File: src/rtl/dogx_framer_pkg.sv
// dogx_framer_pkg: shared widths, frame bit positions and pair-state
// encoding for the DOGX output framer, plus the mode-0 frame builder.
package dogx_framer_pkg;

  localparam int FRAME_W   = 24;
  localparam int DATA_W    = 11;
  localparam int SHIFT_W   = FRAME_W - 1;
  localparam int ALPHA_BIT = 23;
  localparam int MODE_BIT  = 0;

  typedef enum logic [0:0] {
    WAIT_HSNR = 1'b0,
    WAIT_HDR  = 1'b1
  } pair_state_t;

  // Mode-0 frame: alpha in bit 23, HDR, HSNR, mode flag 0 in bit 0.
  function automatic logic [FRAME_W-1:0] pair_frame(
    input logic              alpha,
    input logic [DATA_W-1:0] hdr,
    input logic [DATA_W-1:0] hsnr
  );
    return {alpha, hdr, hsnr, 1'b0};
  endfunction

endpackage

File: src/rtl/dogx_output_framer_if.sv
// dogx_output_framer_if: valid/ready frame stream.
//   m_data  : 24-bit frame
//   m_valid : frame available (master drives)
//   m_ready : downstream accepts (slave drives)
interface dogx_output_framer_if;
  import dogx_framer_pkg::*;

  logic [FRAME_W-1:0] m_data;
  logic               m_valid;
  logic               m_ready;

  modport master (output m_data, output m_valid, input m_ready);
  modport slave  (input m_data, input m_valid, output m_ready);
endinterface

File: src/rtl/dogx_sync_fifo.sv
// dogx_sync_fifo: synchronous FIFO with a registered head word.
//   clk, reset : clock, synchronous active-high reset
//   push/din   : write request and data (dropped when full unless popping)
//   pop        : remove head (ignored when empty)
//   dout       : registered head entry, valid while !empty
//   full/empty : registered occupancy flags
module dogx_sync_fifo #(
  parameter int WIDTH = 24,
  parameter int DEPTH = 8
) (
  input  logic             clk,
  input  logic             reset,
  input  logic             push,
  input  logic             pop,
  input  logic [WIDTH-1:0] din,
  output logic [WIDTH-1:0] dout,
  output logic             full,
  output logic             empty
);
  localparam int AW = (DEPTH > 1) ? $clog2(DEPTH) : 1;
  localparam int CW = $clog2(DEPTH + 1);

  logic [WIDTH-1:0] mem_r [DEPTH];
  logic [AW-1:0]    wr_ptr_r, rd_ptr_r, rd_ptr_n_s;
  logic [CW-1:0]    cnt_r, cnt_n_s;
  logic [WIDTH-1:0] dout_r;
  logic             full_r, empty_r;
  logic             do_push_s, do_pop_s;

  // A full FIFO still takes a push when the head leaves in the same cycle.
  assign do_pop_s  = pop && !empty_r;
  assign do_push_s = push && (!full_r || do_pop_s);

  // Next read pointer and occupancy.
  always_comb begin
    rd_ptr_n_s = rd_ptr_r;
    cnt_n_s    = cnt_r + CW'(do_push_s) - CW'(do_pop_s);
    if (do_pop_s) begin
      rd_ptr_n_s = rd_ptr_r + AW'(1);
    end else begin
      rd_ptr_n_s = rd_ptr_r;
    end
  end

  // Storage array, no reset needed.
  always_ff @(posedge clk) begin
    if (do_push_s) begin
      mem_r[wr_ptr_r] <= din;
    end
  end

  // Pointers, flags and registered head word.
  always_ff @(posedge clk) begin
    if (reset) begin
      wr_ptr_r <= '0;
      rd_ptr_r <= '0;
      cnt_r    <= '0;
      dout_r   <= '0;
      full_r   <= 1'b0;
      empty_r  <= 1'b1;
    end else begin
      if (do_push_s) begin
        wr_ptr_r <= wr_ptr_r + AW'(1);
      end
      rd_ptr_r <= rd_ptr_n_s;
      cnt_r    <= cnt_n_s;
      full_r   <= (cnt_n_s == CW'(DEPTH));
      empty_r  <= (cnt_n_s == CW'(0));
      // The new head is the word being written when it lands in the slot
      // the read pointer moves to (FIFO otherwise empty after this cycle).
      if (cnt_n_s != CW'(0)) begin
        if (do_push_s && (rd_ptr_n_s == wr_ptr_r)) begin
          dout_r <= din;
        end else begin
          dout_r <= mem_r[rd_ptr_n_s];
        end
      end
    end
  end

  assign dout  = dout_r;
  assign full  = full_r;
  assign empty = empty_r;
endmodule

File: src/rtl/dogx_output_framer.sv
// dogx_output_framer: packs DOGX converter output into 24-bit frames.
//   CLK_24M, reset   : system clock, synchronous active-high reset
//   operation_mode   : 0 = paired 11-bit words, 1 = 1-bit bitstream
//   converter_output : converter data word
//   clock_3M_in      : converter output clock; its level tags HDR(1)/HSNR(0)
//   alpha_in         : channel select, stored in bit 23 of paired frames
//   m_if             : valid/ready frame stream (master side)
//   overflow         : sticky, frame dropped on full FIFO
//   sync_error       : sticky, HDR/HSNR ordering violated
//   clear_flags      : clears both sticky flags (set wins)
module dogx_output_framer
  import dogx_framer_pkg::*;
#(
  parameter int FIFO_DEPTH   = 8,
  parameter int SAMPLE_DELAY = 2
) (
  input  logic              CLK_24M,
  input  logic              reset,
  input  logic              operation_mode,
  input  logic [DATA_W-1:0] converter_output,
  input  logic              clock_3M_in,
  input  logic              alpha_in,
  dogx_output_framer_if.master m_if,
  output logic              overflow,
  output logic              sync_error,
  input  logic              clear_flags
);
  localparam logic [0:0] S_WAIT_HSNR = WAIT_HSNR;
  localparam logic [0:0] S_WAIT_HDR  = WAIT_HDR;

  logic                    clk3_q_r, mode_q_r;
  logic [SAMPLE_DELAY-1:0] stb_pipe_r, tag_pipe_r;
  logic                    edge_s, strobe_s, tag_s, mode_chg_s;
  logic [0:0]              state_r, state_n_s;
  logic [DATA_W-1:0]       hsnr_r, hsnr_n_s;
  logic [SHIFT_W-1:0]      shift_r, shift_n_s;
  logic [4:0]              cnt_r, cnt_n_s;
  logic                    push_s, pop_s, sync_set_s, ovf_set_s;
  logic [FRAME_W-1:0]      frame_s;
  logic                    fifo_full_s, fifo_empty_s;
  logic                    overflow_r, sync_error_r;

  assign edge_s     = (clock_3M_in != clk3_q_r);
  assign strobe_s   = stb_pipe_r[SAMPLE_DELAY-1];
  assign tag_s      = tag_pipe_r[SAMPLE_DELAY-1];
  assign mode_chg_s = (operation_mode != mode_q_r);

  // Pair FSM / bitstream packer next-state and frame push.
  always_comb begin
    state_n_s  = state_r;
    hsnr_n_s   = hsnr_r;
    shift_n_s  = shift_r;
    cnt_n_s    = cnt_r;
    push_s     = 1'b0;
    frame_s    = '0;
    sync_set_s = 1'b0;
    if (mode_chg_s) begin
      // Partial work is discarded; a strobe in this cycle is ignored.
      state_n_s = S_WAIT_HSNR;
      shift_n_s = '0;
      cnt_n_s   = 5'd0;
    end else if (strobe_s && !operation_mode) begin
      case (state_r)
        S_WAIT_HSNR: begin
          if (!tag_s) begin
            hsnr_n_s  = converter_output;
            state_n_s = S_WAIT_HDR;
          end else begin
            sync_set_s = 1'b1;
          end
        end
        S_WAIT_HDR: begin
          if (tag_s) begin
            push_s    = 1'b1;
            frame_s   = pair_frame(alpha_in, converter_output, hsnr_r);
            state_n_s = S_WAIT_HSNR;
          end else begin
            hsnr_n_s   = converter_output;
            sync_set_s = 1'b1;
          end
        end
        default: begin
          state_n_s = S_WAIT_HSNR;
        end
      endcase
    end else if (strobe_s && tag_s) begin
      // Bitstream: rising-edge samples only, MSB first.
      shift_n_s = {shift_r[SHIFT_W-2:0], converter_output[0]};
      if (cnt_r == 5'd22) begin
        push_s  = 1'b1;
        frame_s = {shift_r[SHIFT_W-2:0], converter_output[0], 1'b1};
        cnt_n_s = 5'd0;
      end else begin
        cnt_n_s = cnt_r + 5'd1;
      end
    end else begin
      push_s = 1'b0;
    end
  end

  assign pop_s     = !fifo_empty_s && m_if.m_ready;
  assign ovf_set_s = push_s && fifo_full_s && !pop_s;

  // Edge pipeline, framing state and sticky flags.
  always_ff @(posedge CLK_24M) begin
    // Follow the inputs even in reset so release does not fake a change.
    clk3_q_r <= clock_3M_in;
    mode_q_r <= operation_mode;
    if (reset) begin
      stb_pipe_r   <= '0;
      tag_pipe_r   <= '0;
      state_r      <= S_WAIT_HSNR;
      hsnr_r       <= '0;
      shift_r      <= '0;
      cnt_r        <= 5'd0;
      overflow_r   <= 1'b0;
      sync_error_r <= 1'b0;
    end else begin
      stb_pipe_r[0] <= edge_s;
      tag_pipe_r[0] <= clock_3M_in;
      for (int i = 1; i < SAMPLE_DELAY; i++) begin
        stb_pipe_r[i] <= stb_pipe_r[i-1];
        tag_pipe_r[i] <= tag_pipe_r[i-1];
      end
      state_r <= state_n_s;
      hsnr_r  <= hsnr_n_s;
      shift_r <= shift_n_s;
      cnt_r   <= cnt_n_s;
      if (ovf_set_s) begin
        overflow_r <= 1'b1;
      end else if (clear_flags) begin
        overflow_r <= 1'b0;
      end
      if (sync_set_s) begin
        sync_error_r <= 1'b1;
      end else if (clear_flags) begin
        sync_error_r <= 1'b0;
      end
    end
  end

  dogx_sync_fifo #(
    .WIDTH(FRAME_W),
    .DEPTH(FIFO_DEPTH)
  ) u_fifo (
    .clk  (CLK_24M),
    .reset(reset),
    .push (push_s),
    .pop  (pop_s),
    .din  (frame_s),
    .dout (m_if.m_data),
    .full (fifo_full_s),
    .empty(fifo_empty_s)
  );

  assign m_if.m_valid = !fifo_empty_s;
  assign overflow     = overflow_r;
  assign sync_error   = sync_error_r;
endmodule

File: src/flat_wrapper.sv
// flat-port wrapper written by rule: the top's interface ports become plain ports
module dogx_output_framer_flat import dogx_framer_pkg::*;
#(
  parameter int FIFO_DEPTH   = 8,
  parameter int SAMPLE_DELAY = 2
)
  (CLK_24M, reset, operation_mode, converter_output, clock_3M_in, alpha_in, overflow, sync_error, clear_flags, m_if_m_data, m_if_m_valid, m_if_m_ready);
  dogx_output_framer_if m_if_i ();
  input  logic CLK_24M;
  input  logic reset;
  input  logic operation_mode;
  input  logic [DATA_W-1:0] converter_output;
  input  logic clock_3M_in;
  input  logic alpha_in;
  output logic overflow;
  output logic sync_error;
  input  logic clear_flags;
  output wire logic [$bits(m_if_i.m_data)-1:0] m_if_m_data;
  output wire logic [$bits(m_if_i.m_valid)-1:0] m_if_m_valid;
  input wire logic [$bits(m_if_i.m_ready)-1:0] m_if_m_ready;
  assign m_if_m_data = m_if_i.m_data;
  assign m_if_m_valid = m_if_i.m_valid;
  assign m_if_i.m_ready = m_if_m_ready;
  dogx_output_framer #(.FIFO_DEPTH(FIFO_DEPTH), .SAMPLE_DELAY(SAMPLE_DELAY)) u_core (.CLK_24M(CLK_24M), .reset(reset), .operation_mode(operation_mode), .converter_output(converter_output), .clock_3M_in(clock_3M_in), .alpha_in(alpha_in), .m_if(m_if_i), .overflow(overflow), .sync_error(sync_error), .clear_flags(clear_flags));
endmodule
File: config.mk
export PLATFORM = sky130hd
export DESIGN_NAME = dogx_output_framer_flat
export DESIGN_NICKNAME = d
export VERILOG_FILES = /design/src/rtl/dogx_framer_pkg.sv /design/src/rtl/dogx_output_framer_if.sv /design/src/rtl/dogx_sync_fifo.sv /design/src/rtl/dogx_output_framer.sv /design/src/flat_wrapper.sv
export SDC_FILE = /design/constraint.sdc
export NUM_CORES = 1
export LEC_CHECK = 0
export BUFFER_PORTS_ARGS = -buffer_cell sky130_fd_sc_hd__buf_2
export CELL_PAD_IN_SITES_DETAIL_PLACEMENT = 0
export CELL_PAD_IN_SITES_GLOBAL_PLACEMENT = 1
export CORE_ASPECT_RATIO = 0.7
export CORE_MARGIN = 10
export CORE_UTILIZATION = 25
export DETAILED_ROUTE_END_ITERATION = 10
export PLACE_DENSITY_LB_ADDON = 0.12
export SYNTH_ARGS = -nofsm -noshare
export SYNTH_HDL_FRONTEND = slang
export SYNTH_SLANG_ARGS = --single-unit
export TNS_END_PERCENT = 30
File: constraint.sdc
create_clock -name CLK_24M -period 4.4 [get_ports CLK_24M]
set_input_delay 0 -clock CLK_24M [delete_from_list [all_inputs] [get_ports CLK_24M]]
set_output_delay 0 -clock CLK_24M [all_outputs]
set_load 0.05 [all_outputs]
Yosys cells after proc, flatten, opt, wreduce, memory -nomap -nowiden:

Memory sizes are Yosys's and may differ from the RTL's. A register that Yosys moved wholly into a read port is not among the register bits.
Cells that the tools add are included.

* add/subtract/negate cells: 5
* eq/ne operators: 4
* muxes and demuxes: 24
* bitwise gates (word level): 4
* reduce and logical (&&, ||, !) cells: 19

Operators with widths (count)
* $mux 24: 6
* $mux 1: 14
* $mux 11: 1
* $logic_and 1x1->1: 7
* $add 3x1->3 const B: 2
* $add 5x1->5 const B: 1
* $eq 5x5->1 const B: 1
* $mux 5: 1
* $add 4x1->4: 1
* $eq 4x4->1 const B: 1
* $logic_not 1->1: 4
* $logic_not 4->1: 1
* $not 1->1: 4
* $reduce_bool 2->1: 2
* $reduce_bool 4->1: 1
* $sub 4x1->4: 1
* $mux 3: 1
* $reduce_and 3->1: 1
* $ne 1x1->1: 2
* $pmux 1 s2: 1
* $reduce_and 2->1: 1
* $reduce_or 2->1: 1
* $logic_or 1x1->1: 1

* bits in registers: 59
* memory bits (writable): 192
* word-level logic and storage cells: 72
* memories kept: 1

Memories
* u_core.u_fifo.mem_r: depth 8, bits a word 24, read ports 1, clocked after memory_dff 1, write ports 1, line dogx_sync_fifo.sv:23 `logic [WIDTH-1:0] mem_r [DEPTH];`

Longest topological paths before layout:

* depth in word-level cells: 9
* gate-level depth with buffers: 18
* mapped depth without buffers: 17

Hierarchy:

From an unflattened synthesis, not the netlist that was laid out.

* cell total of the unflattened synthesis: 920
* area total of the unflattened synthesis: 11045.6 µm²

Modules (own cells, without submodules)
* dogx_sync_fifo: times used 1, cells each 679, area an instance 9032.4 µm², sequential area each 6486.2 µm²
* dogx_output_framer: times used 1, cells each 241, area an instance 2013.2 µm², sequential area each 940.9 µm²

Worst setup path before layout:

OpenSTA, ideal clock, no wires.

* path type: reg2reg
* start point: register u_core.cnt_r[0]
* end point: memory u_core.u_fifo.mem_r[0][0] (enable)
* setup time: 0.466 ns
* data arrival time: 3.506 ns
* data required time: 3.934 ns
* slack: 0.428 ns
* stages on the path, launching flop included: 8
* buffers on the path: 0
* path through: dfxtp_1 -> inv_1 -> ha_1 -> and4b_1 -> a32oi_1 -> a21oi_4 -> inv_2 -> nor4_1

* cells in the longest elaborated chain, start to end: 8

Ends and longest elaborated chain
* from (decl): line dogx_output_framer.sv:37 `logic [4:0] cnt_r, cnt_n_s;`
* from (signal assigned): line dogx_output_framer.sv:128 `cnt_r <= cnt_n_s;`
* $eq 5x5->1: line dogx_output_framer.sv:89 `if (cnt_r == 5'd22) begin`
* $mux 1: line dogx_output_framer.sv:89
* $mux 1: line dogx_output_framer.sv:86 `end else if (strobe_s && tag_s) begin`
* $mux 1: line dogx_output_framer.sv:62 `end else if (strobe_s && !operation_mode) begin`
* $mux 1: line dogx_output_framer.sv:57 `if (mode_chg_s) begin`
* $logic_and 1x1->1: line dogx_sync_fifo.sv:32 `assign do_push_s = push && (!full_r || do_pop_s);`
* $mux 1: line dogx_sync_fifo.sv:47 `if (do_push_s) begin`
* $mux 1 (not written as such): line dogx_sync_fifo.sv:48 `mem_r[wr_ptr_r] <= din;`
* to (decl): line dogx_sync_fifo.sv:23

Every way passes these cells.

Worst setup path after layout:

* start point: register u_core.cnt_r[0]
* end point: register u_core.u_fifo.dout_r[15] (netlist: u_core.u_fifo.dout[15]), read port of u_core.u_fifo.mem_r

* cells in the longest elaborated chain, start to end: 9

Ends and longest elaborated chain
* $eq 5x5->1: line dogx_output_framer.sv:89
* $mux 1: line dogx_output_framer.sv:89
* $mux 1: line dogx_output_framer.sv:86
* $mux 1: line dogx_output_framer.sv:62
* $mux 1: line dogx_output_framer.sv:57
* $logic_and 1x1->1: line dogx_sync_fifo.sv:32
* $add 4x1->4: line dogx_sync_fifo.sv:37 `cnt_n_s = cnt_r + CW'(do_push_s) - CW'(do_pop_s);`
* $sub 4x1->4: line dogx_sync_fifo.sv:37
* $reduce_bool 4->1: line dogx_sync_fifo.sv:71 `if (cnt_n_s != CW'(0)) begin`
* to (decl): line dogx_sync_fifo.sv:26 `logic [WIDTH-1:0] dout_r;`

Every way passes these cells.
A chain may end at the register's enable or synchronous reset.

==> impl_metrics.csv <==
group,metric,value,unit
timing,fmaxAchievable,261.4,MHz
place,gp_congestion,0.7142,
synth,synth-seq-cells,275,
die,die_area,56300,um2
worst_setup_path,cp-startpoint,"u_core.cnt_r[0]",
synth,synth_ff_type,"edfxtp_1",
timing,worst_pin_slew,1.076,ns
run,maxCapViolCount,0,
power,powerDensity,553.2,nW/um2
clock_network,cts_sinks,275,
power,p_total,7.708,mW
timing,fin_tns_setup,0,ns
grt,grt_pass1_wl,55030,um
timing,min_period_over_period,86.95,%
place,io_buffers,44,
clock_network,numCtsBuffers,29,
clock_network,clk-insertion-delay-late,0.57,ns
cells_and_area,area_growth,18.38,%
cells_and_area,nNetsFinal,1071,
synth,synth.avg_cell_area,11.89,um2
die,io-pin-count,45,
timing,relSlewSlack,28.12,%
routing,vias_per_cell,4.767,
worst_setup_path,regToRegStartpoint,"u_core.cnt_r[0]",
routing,ant_nets,0,
grt,antenna_found_initial,0,
die,die-width,279.3,um
routing,drc,0,
worst_setup_path,cp-start-kind,"flop",
timing,slew_viol_final,0,
worst_setup_path,path_max_fanout,24,
worst_setup_path,critPathSlowestCell,"o31ai_1",
die,die_h,201.5,um
routing,via_count,7999,
worst_hold_path,hold_class,"in2reg",
place,dpl.hpwl,22360,um
routing,drt-pass1-iter-count,5,
clock_network,ctsRootBufferMaster,"clkbuf_16",
synth,synth-compound-area-share,13.49,%
worst_setup_path,cp_top_family,"compound AO/OA/AOI/OAI gates",
synth,yosys.area_share.simple,12.31,%
synth,synth_xor_area_share,1.605,%
cells_and_area,drive_above_1_share,15.48,%
cells_and_area,diodes,0,
timing,finalHoldViolations,0,
grt,grt_usage,13.00,%
worst_setup_path,critical_path.cell_chain,"inv_1, ha_1, and4b_1, a32oi_1, a21oi_4, inv_2, ha_1, inv_1, ha_1, inv_1, fa_1, xor2_1, nand3b_1, o31ai_1, a31oi_2, buf_4, o21ai_0, o211ai_2",
die,initial_core_util,25.32,%
synth,synth_top_family_by_area,"compound AO/OA/AOI/OAI gates",
worst_setup_path,path_buf_inv,5,
timing,setup-violations-final,0,
synth,synthArstFlopShare,0,%
power,ir_worst_vdd,0.2696,mV
die,num_rows,66,
worst_setup_path,arrival,4.25,ns
grt,overflow,0,
clock_network,cts_setup_buffers,0,
clock_network,cts_tree,"built",
grt,grt_pass1_vias,7800,
worst_setup_path,cpPeakStageDelay,0.43,ns
outcome,outcome,"finished clean",
synth,muxShareOfSynthArea,4.699,%
clock_network,clk_path_buf_depth,3,
cells_and_area,fill_cells,4711,
synth,synthAdderAreaFrac,1.127,%
die,core,46490,um2
synth,synth.yosys.seq_area_share,63.10,%
timing,rsz0062_at_grt,"false",
worst_setup_path,path_class,"reg2reg",
grt,grt_max_degree,59,
timing,fin_worst_skew,0.01903,ns
clock_network,cts_resized,0,
power,leakage,4.712,nW
worst_setup_path,required,4.82,ns
synth,synthesis.instances,990,
worst_setup_path,ff2ff_setup_slack,0.57,ns
worst_setup_path,end_kind,"flop",
synth,synth.net_count,1018,
synth,syn-cell-area,11770,um2
routing,routed_wl,37290,um
worst_setup_path,endpoint,"u_core.u_fifo.dout[15]",
routing,dr.first_iter.drc_count,655,
synth,synth_edf_count,192,
clock_network,htree_levels,1,
synth,synth_warnings,0,
clock_network,clk_pin_slew_worst_paths,0.06,ns
worst_hold_path,holdCritStartpoint,"m_if_m_ready",
timing,fin_crit,3.826,ns
worst_setup_path,rr_worst_depth,18,
synth,synth_cell_types,50,
routing,routedWlPerCell,22.22,um
worst_setup_path,cp.depth,18,
worst_setup_path,rr_endpoint,"u_core.u_fifo.dout[15]",
## synth_stat cells (2+ instances only)
cell type  count  area, um2
clkbuf_1      51      191.4
xnor2_1        8      70.07
o21ai_1        3      15.01
nand2b_1      26      162.7
o211ai_2      20      250.2
a32oi_1        3      26.28
nand3_1       31      155.2
a22oi_1       23      172.7
nor2b_1       27      168.9
buf_1          5      18.77
nor2_1        44      165.2
buf_6          3      33.78
dfxtp_1       83       1662
mux2i_1       47      470.5
o21ai_0       17      85.08
o41ai_1       20      175.2
nand2_1      114      427.9
ha_1           9      112.6
and3_1         3      18.77
o22ai_1       40      250.2
buf_2         10      50.05
mux2_2         6      67.56
o22a_1         2      17.52
edfxtp_1     192       5766
o211ai_1      30      225.2
nand4_1        4      25.02
a21oi_1       40      200.2
inv_1         32      120.1
nand3b_1       6      45.04
nor3_1        46      230.2
a31oi_1       21      131.4
xor2_1         6      52.55
## layout by cell type, fill, tap and decap left out, types with 8 or more instances in the layout
cell type,instances
a21oi_1,40
edfxtp_1,192
o211ai_2,20
nor2b_1,27
nor2_1,41
clkbuf_16,29
nand2b_1,25
nand2_1,114
a31oi_1,20
mux2i_1,47
o41ai_1,20
dlygate4sd3_1,18
clkbuf_1,8
o21ai_0,17
buf_2,44
inv_1,32
buf_4,28
dfxtp_1,81
nand3_1,31
o211ai_1,30
o22ai_1,40
nor3_1,41
ha_1,9
a22oi_1,23
## where the power goes
| part | internal [mW] | switching, mW | total [mW] |
|---|---|---|---|
| clock network | 1.49 | 1.04 | 2.52 |
| logic | 0.667 | 1.50 | 2.17 |
| registers | 2.88 | 0.137 | 3.02 |
| total | 5.04 | 2.67 | 7.71 |
## timing repair
item	4_1_cts	5_1_grt
hold endpoints to repair	41	0
endpoints found under the setup margin	0	0
hold buffers	18	0
## state kept, by name, indices dropped and copies added (netlist names)
signal	cells
u_core.clk3_q_r	1
u_core.cnt_r	5
u_core.hsnr_r	11
u_core.mode_q_r	1
u_core.overflow	1
u_core.shift_r	22
u_core.state_r	1
u_core.stb_pipe_r	2
u_core.sync_error	1
u_core.tag_pipe_r	2
u_core.u_fifo.cnt_r	4
u_core.u_fifo.dout	24
u_core.u_fifo.empty	1
u_core.u_fifo.full	1
u_core.u_fifo.mem_r	192
u_core.u_fifo.rd_ptr_r	3
u_core.u_fifo.wr_ptr_r	3
## layer usage
layer  up-vias  GRT usage (%)  share of wire [%]
met5         -              0                  0
met3        51          1.815                3.4
li1       3787              -                  -
met4         0          2.867                2.0
met1      4002          19.78                 52
met2       159          18.98                 43
## worst min-delay path by stage
stage / to / slack [ns] / cells past startpoint
finish: u_core.u_fifo.wr_ptr_r[1] / 0.09 / 6
CTS: u_core.u_fifo.wr_ptr_r[1] / 0.06 / 6
detailed placement: u_core.clk3_q_r / 0.14 / 1
floorplan: u_core.clk3_q_r / 0.03 / 0
global route: u_core.u_fifo.wr_ptr_r[1] / 0.11 / 6
global placement: u_core.clk3_q_r / 0.14 / 1
## cell families (layout without fill, tap and decap cells)
group	after synthesis	after routing
and+or+nand+nor	307	307
buffers and inverters	104	180
xor gates and xnor gates	17	17
AOI/OAI and AO/OA	223	223
muxes	54	54
adders and majority gates	10	10
DFF	275	275
## through the flow
stage / hold WS (ns) / std cells / worst slack (ns) / utilization, % / cell area, um2
after floorplan: 0.02772 / 990 / 0.4281 / - / 11770
after global placement: 0.1418 / 1606 / 0.7135 / 27.50 / 12780
after detailed placement: 0.1440 / 1606 / 0.6139 / 27.50 / 12780
after CTS: 0.05901 / 1678 / 0.5733 / 29.97 / 13930
after global routing: 0.1121 / 1678 / 0.1738 / 29.97 / 13930
final: 0.08703 / 1678 / 0.5742 / 29.97 / 13930
## worst reg2reg max path, stage by stage (launching register included)
cell and delay (ns):
dfxtp_1 0.37, inv_1 0.08, ha_1 0.19, and4b_1 0.22
a32oi_1 0.36, a21oi_4 0.05, inv_2 0.16, ha_1 0.25
inv_1 0.06, ha_1 0.16, inv_1 0.06, fa_1 0.40
xor2_1 0.19, nand3b_1 0.13, o31ai_1 0.43, a31oi_2 0.06
buf_4 0.27, o21ai_0 0.17, o211ai_2 0.11
## layout make-up
cell class | count | area (um2) | area share (%)
sequential | 275 | 7430 | 53.32
multi-input combinational | 611 | 3989 | 28.63
clock buffer | 43 | 838.3 | 6.017
tap | 612 | 765.7 | 5.496
timing repair buffer | 92 | 650.6 | 4.670
clock inverter | 11 | 130.1 | 0.9339
inverter | 34 | 130.1 | 0.9339
(Power assumes the default switching activity.)
